--- config.mk ---
export PLATFORM = sky130hd
export DESIGN_NAME = multicycle_ctrl
export DESIGN_NICKNAME = d
export VERILOG_FILES = /design/src/rtl/cpu_pkg.sv /design/src/rtl/mctrl_alu_dec.sv /design/src/rtl/multicycle_ctrl.sv
export SDC_FILE = /design/constraint.sdc
export NUM_CORES = 1
export LEC_CHECK = 0
export ABC_AREA = 1
export CAP_MARGIN = 20
export CORE_AREA = 2 2 44 46
export CTS_CLUSTER_DIAMETER = 50
export DETAILED_ROUTE_END_ITERATION = 7
export DIE_AREA = 0 0 46 48
export PLACE_DENSITY = 0.85
export SLEW_MARGIN = 20
export SYNTH_ARGS = -nofsm -noshare
export SYNTH_HDL_FRONTEND = slang
export SYNTH_SLANG_ARGS = --single-unit
--- constraint.sdc ---
create_clock -name clk -period 1.8 [get_ports clk]
set_clock_uncertainty 0.1 [all_clocks]
set_input_delay 0.54 -clock clk [delete_from_list [all_inputs] [get_ports clk]]
set_output_delay 0.54 -clock clk [all_outputs]
set_load 0.03 [all_outputs]
--- src/rtl/cpu_pkg.sv ---
// cpu_pkg -- shared definitions for the multicycle CPU controller.
//   * opcode constants OP_ADD..OP_JALR (3-bit IR opcode field)
//   * FSM state type and encodings (legacy-compatible localparams)
//   * control-bundle structs shared by the FSM and the ALU-select decoder
// No ports (package).
package cpu_pkg;

  // Instruction opcodes
  localparam logic [2:0] OP_ADD  = 3'b000;
  localparam logic [2:0] OP_ADDI = 3'b001;
  localparam logic [2:0] OP_NAND = 3'b010;
  localparam logic [2:0] OP_LUI  = 3'b011;
  localparam logic [2:0] OP_LW   = 3'b100;
  localparam logic [2:0] OP_SW   = 3'b101;
  localparam logic [2:0] OP_BEQ  = 3'b110;
  localparam logic [2:0] OP_JALR = 3'b111;

  // FSM state encoding; codes 5..7 are illegal and recover to FETCH
  typedef logic [2:0] state_t;
  localparam state_t ST_FETCH  = 3'd0;
  localparam state_t ST_DECODE = 3'd1;
  localparam state_t ST_EXEC   = 3'd2;
  localparam state_t ST_MEM    = 3'd3;
  localparam state_t ST_WB     = 3'd4;

  // One-hot-or-zero ALU function select
  typedef struct packed {
    logic sel_add;
    logic sel_nand;
    logic sel_pass1;
    logic sel_eq;
  } alu_sel_t;

  // Non-ALU control strobes produced by the FSM
  typedef struct packed {
    logic imem_req;
    logic ir_load;
    logic dmem_req;
    logic dmem_we;
    logic pc_en;
    logic pc_sel_jalr;
    logic write_en_reg;
    logic wb_sel_mem;
    logic br_take;
  } ctrl_t;

  // True for the two opcodes that visit the MEM state
  function automatic logic is_mem_op(input logic [2:0] op);
    return (op == OP_LW) || (op == OP_SW);
  endfunction

endpackage

--- src/rtl/mctrl_alu_dec.sv ---
// mctrl_alu_dec -- combinational ALU-function select for the multicycle
// controller. Only EXEC and MEM drive the ALU; every other phase yields
// all-zero selects, and at most one select is ever high.
// Ports:
//   op_q    in  3  latched opcode
//   phase   in  3  current FSM state
//   alu_sel out 4  {sel_add, sel_nand, sel_pass1, sel_eq}
module mctrl_alu_dec
  import cpu_pkg::*;
(
  input  logic [2:0] op_q,
  input  state_t     phase,
  output alu_sel_t   alu_sel
);

  always_comb begin
    alu_sel = '0;
    if (phase == ST_EXEC) begin
      case (op_q)
        OP_ADD, OP_ADDI, OP_LW, OP_SW: alu_sel.sel_add   = 1'b1;
        OP_NAND:                       alu_sel.sel_nand  = 1'b1;
        OP_LUI, OP_JALR:               alu_sel.sel_pass1 = 1'b1;
        OP_BEQ:                        alu_sel.sel_eq    = 1'b1;
        default:                       alu_sel           = '0;
      endcase
    end else if (phase == ST_MEM) begin
      // Address stays on the adder for the whole memory handshake
      alu_sel.sel_add = is_mem_op(op_q);
    end
  end

endmodule

--- src/rtl/multicycle_ctrl.sv ---
// multicycle_ctrl -- FETCH/DECODE/EXEC/MEM/WB control FSM for a small
// multicycle CPU with request/acknowledge instruction and data memories.
// Build option: define MCTRL_INSTR_CNT_EN to get a 16-bit wrapping
// retired-instruction counter; otherwise retired_cnt is tied to zero.
// Ports:
//   clk, rst (sync, active high)
//   opcode[2:0]   IR opcode, valid from DECODE onward
//   eq_out        ALU equality result (BEQ)
//   imem_req/imem_ack           instruction-fetch handshake
//   dmem_req/dmem_we/dmem_ack   data-memory handshake
//   ir_load, pc_en, pc_sel_jalr, write_en_reg, wb_sel_mem, br_take
//   alu_add, alu_nand, alu_pass1, alu_eq   ALU select (at most one high)
//   state[2:0]    current FSM state
//   retired_cnt[15:0] retired instructions (one per pc_en pulse)
module multicycle_ctrl
  import cpu_pkg::*;
(
  input  logic        clk,
  input  logic        rst,
  input  logic [2:0]  opcode,
  input  logic        eq_out,
  output logic        imem_req,
  input  logic        imem_ack,
  output logic        dmem_req,
  output logic        dmem_we,
  input  logic        dmem_ack,
  output logic        ir_load,
  output logic        pc_en,
  output logic        pc_sel_jalr,
  output logic        write_en_reg,
  output logic        wb_sel_mem,
  output logic        alu_add,
  output logic        alu_nand,
  output logic        alu_pass1,
  output logic        alu_eq,
  output logic        br_take,
  output logic [2:0]  state,
  output logic [15:0] retired_cnt
);

  state_t     state_reg;
  state_t     state_next;
  logic [2:0] op_q;
  ctrl_t      ctrl_raw;
  ctrl_t      ctrl;
  alu_sel_t   alu_raw;
  alu_sel_t   alu_sel;

  // ---------------------------------------------------------------
  // Next-state and control decode. Acks are only looked at in the
  // state that owns the handshake, so strays elsewhere are ignored.
  // ---------------------------------------------------------------
  always_comb begin
    state_next = state_reg;
    ctrl_raw   = '0;
    case (state_reg)
      ST_FETCH: begin
        ctrl_raw.imem_req = 1'b1;
        if (imem_ack) begin
          ctrl_raw.ir_load = 1'b1;
          state_next       = ST_DECODE;
        end
      end
      ST_DECODE: begin
        state_next = ST_EXEC;
      end
      ST_EXEC: begin
        case (op_q)
          OP_ADD, OP_ADDI, OP_NAND, OP_LUI: state_next = ST_WB;
          OP_LW, OP_SW:                     state_next = ST_MEM;
          OP_BEQ: begin
            ctrl_raw.pc_en   = 1'b1;
            ctrl_raw.br_take = eq_out;
            state_next       = ST_FETCH;
          end
          default: begin // OP_JALR
            ctrl_raw.write_en_reg = 1'b1;
            ctrl_raw.pc_sel_jalr  = 1'b1;
            ctrl_raw.pc_en        = 1'b1;
            state_next            = ST_FETCH;
          end
        endcase
      end
      ST_MEM: begin
        ctrl_raw.dmem_req = 1'b1;
        ctrl_raw.dmem_we  = (op_q == OP_SW);
        if (dmem_ack) begin
          // A store retires here; a load still has to write back
          ctrl_raw.pc_en = (op_q == OP_SW);
          state_next     = (op_q == OP_LW) ? ST_WB : ST_FETCH;
        end
      end
      ST_WB: begin
        ctrl_raw.write_en_reg = 1'b1;
        ctrl_raw.pc_en        = 1'b1;
        ctrl_raw.wb_sel_mem   = (op_q == OP_LW);
        state_next            = ST_FETCH;
      end
      default: begin
        // Illegal encodings: outputs quiet, recover to FETCH
        state_next = ST_FETCH;
      end
    endcase
  end

  mctrl_alu_dec u_alu_dec (
    .op_q    (op_q),
    .phase   (state_reg),
    .alu_sel (alu_raw)
  );

  // While rst is high every strobe is forced low, including the
  // memory requests, so nothing is launched during the reset cycle.
  assign ctrl    = rst ? '0 : ctrl_raw;
  assign alu_sel = rst ? '0 : alu_raw;

  always_ff @(posedge clk) begin
    if (rst) begin
      state_reg <= ST_FETCH;
      op_q      <= OP_ADD;
    end else begin
      state_reg <= state_next;
      if (state_reg == ST_DECODE) begin
        op_q <= opcode;
      end
    end
  end

`ifdef MCTRL_INSTR_CNT_EN
  logic [15:0] cnt_reg;

  // Wraps naturally from 0xFFFF to 0x0000
  always_ff @(posedge clk) begin
    if (rst) begin
      cnt_reg <= '0;
    end else if (ctrl.pc_en) begin
      cnt_reg <= cnt_reg + 16'd1;
    end
  end

  assign retired_cnt = cnt_reg;
`else
  assign retired_cnt = '0;
`endif

  assign imem_req     = ctrl.imem_req;
  assign ir_load      = ctrl.ir_load;
  assign dmem_req     = ctrl.dmem_req;
  assign dmem_we      = ctrl.dmem_we;
  assign pc_en        = ctrl.pc_en;
  assign pc_sel_jalr  = ctrl.pc_sel_jalr;
  assign write_en_reg = ctrl.write_en_reg;
  assign wb_sel_mem   = ctrl.wb_sel_mem;
  assign br_take      = ctrl.br_take;
  assign alu_add      = alu_sel.sel_add;
  assign alu_nand     = alu_sel.sel_nand;
  assign alu_pass1    = alu_sel.sel_pass1;
  assign alu_eq       = alu_sel.sel_eq;
  assign state        = state_reg;

endmodule
==> results of run 1 <==
## report_power, final
group	internal (mW)	switching, mW	total [mW]
logic	0.131	0.235	0.366
registers	0.162	0.0415	0.203
clock network	0.0848	0.0623	0.147
## worst max-delay path, stage by stage, from the launching register on
cell     delay (ns)
dfxtp_4        0.35
inv_4          0.06
nand2_4        0.04
nor2_4         0.13
nand3_2        0.11
nor2_1         0.12
nand2_1        0.08
nand2_1        0.08
buf_6          0.13
## final timing paths
check | from | to | slack, ns | cells past startpoint
worst max-delay path | state[2] | write_en_reg | -0.20 | 8
worst min-delay path | op_q[2] | op_q[2] | 0.49 | 2
worst max register to register | state[2] | state[2] | 0.49 | 8
worst min register to register | op_q[2] | op_q[2] | 0.49 | 2
## cell type report
type                       instances  share of cell area
clock buffer                       4              0.0263
inverter                          13              0.0565
multi-input combinational         65               0.407
sequential                         6               0.134
tap                               17              0.0213
timing repair buffer              38               0.355
## metal layers
layer | global-route usage | vias to the layer above | wire [um]
li1 | - | 320 | -
met1 | 0.150 | 289 | 579
met2 | 0.322 | 51 | 913
met3 | 0.0189 | 5 | 146
met4 | 0.0857 | 0 | 32
met5 | 0 | - | 0
## placed cells by master (no fill, tap or decap), drive strengths merged
| cell type | n |
|---|---|
| a21oi | 5 |
| and2 | 1 |
| and3 | 1 |
| buf | 29 |
| clkbuf | 4 |
| clkdlybuf4s50 | 4 |
| conb | 16 |
| dfxtp | 6 |
| dlygate4sd2 | 5 |
| inv | 13 |
| nand2 | 16 |
| nand3 | 6 |
| nand3b | 1 |
| nand4 | 2 |
| nor2 | 10 |
| nor3 | 2 |
| nor4 | 1 |
| o21ai | 4 |
## per-stage QoR
step,std cells,worst slack [ns],total power [mW],utilization,instance area (um^2)
2_1_floorplan,100,-0.128,0.418,-,649
3_3_place_gp,131,-0.454,0.476,0.474,801
3_5_place_dp,131,-0.467,0.483,0.474,801
4_1_cts,142,-0.173,0.681,0.576,973
5_1_grt,143,-0.278,0.755,0.590,997
6_report,143,-0.202,0.716,0.590,997
## timing repair
item,4_1_cts,5_1_grt
pin swaps,8,5
setup endpoints to repair,16,13
resized for setup,37,6
setup buffers,7,3
## cell families after synthesis
kind of cell | count (synthesis) | share of synthesized area
AO/OA/AOI/OAI | 9 | 0.0814
buffers and inverters | 29 | 0.305
flip-flops | 6 | 0.217
other | 1 | 0.00678
AND/OR/NAND/NOR | 40 | 0.389
==> flow_metrics.env, run 1 <==
export IMPL_rsz0062_at_grt="true"
export IMPL_grt_pass1_wl_mm=2.44
export IMPL_cts_buffer_depth=2
export IMPL_worstSetupPathType="register to output port"
export IMPL_cp_start_kind="register"
export IMPL_synth_top_area_share=0.217
export IMPL_peakVddDrop_uv=555
export IMPL_nets=135
export IMPL_fin_setup_tns_ns=-1.19
export IMPL_ys_warn_count=0
export IMPL_cp_data_arrival_time_ns=1.36
export IMPL_synth_area_leaders="dfxtp_1 22%, buf_4 22%, nand2_1 9.5%"
export IMPL_clkSlewWorstSetupHoldPaths_ns=0.06
export IMPL_crit_path_end_kind="output port"
export IMPL_seq_area_frac_synth=0.217
export IMPL_synth_area_leader_cell="dfxtp_1"
export IMPL_clk_latency_ns=0.26
export IMPL_final_max_slew_violation_count=0
export IMPL_die_width_um=46
export IMPL_wl_mm=1.67
export IMPL_netlist_area_um2=553
export IMPL_synth_cells=85
export IMPL_place_hpwl_mm=1.09
export IMPL_ys_ff_latch=6
export IMPL_p_leak_nw=0.504
export IMPL_post_route_period_util=1.11
export IMPL_track_usage=0.158
export IMPL_hold_viol=0
export IMPL_synth_cell_types=22
export IMPL_wl_per_cell_um=11.7
export IMPL_dr_total_vias=665
export IMPL_grt_pass1_vias=593
export IMPL_drcViolationCount=0
export IMPL_setup_viol=12
export IMPL_synth_edf_count=0
export IMPL_firstDrtPassIters=4
export IMPL_synthFlopType="dfxtp_1"
export IMPL_rows=15
export IMPL_viasPerCell=4.65
export IMPL_portBuffers=23
export IMPL_detail_route_antenna_nets=0
export IMPL_synth_common_cells="16 x buf_4, 14 x nand2_1, 8 x inv_1"
export IMPL_power_density_nw_per_um2=718
export IMPL_hold_path_class="register to register"
export IMPL_multi_input_area_um2=405
export IMPL_num_io_pins=40
export IMPL_syn_mean_instance_area_um2=6.51
export IMPL_whs_ns=0.489
export IMPL_cts_hold_buf=0
export IMPL_dieArea_um2=2210
export IMPL_core_um2=1690
export IMPL_clock_root_buffer="clkbuf_4"
export IMPL_n_fill_cell=148
export IMPL_gp_congestion=0.862
export IMPL_initial_core_util=0.327
export IMPL_num_antenna_cells=0
export IMPL_cap_violations=0
export IMPL_fmax_ghz=0.500
export IMPL_htreeDepth=1
export IMPL_die_h_um=48
export IMPL_clkSinkCount=6
export IMPL_areaGrowthSynthToFinish_pct=80.3
export IMPL_layout_drive_gt1_share=0.500
export IMPL_yosysMostFrequentCell="buf_4"
export IMPL_drt_iter0_markers=10
export IMPL_layout_setup_ws_ns=-0.202
export IMPL_worstPathRequired_ns=1.16
export IMPL_ys_async_sr_fraction=0
export IMPL_antenna_found_initial=0
export IMPL_grt_overflow=0
export IMPL_violations="setup timing"
export IMPL_cts_tree="done"
export IMPL_crit_fanout=4
export IMPL_seq_area_um2=134
export IMPL_grt_max_degree=8
export IMPL_status="finished, violations left"
export IMPL_period_minus_slack_ns=2.00
export IMPL_cts_buffers=3
Power figures use the tool's default switching activity.
==> run 2: changes to the inputs <==
--- a/config.mk
+++ b/config.mk
@@ -6,7 +6,7 @@
 export NUM_CORES = 1
 export LEC_CHECK = 0
 export ABC_AREA = 1
-export CAP_MARGIN = 20
+export CAP_MARGIN = 15
 export CORE_AREA = 2 2 44 46
 export CTS_CLUSTER_DIAMETER = 50
 export DETAILED_ROUTE_END_ITERATION = 7
==> results of run 2 <==
No change in the layout: final DEF, timing and power equal those of run 1.
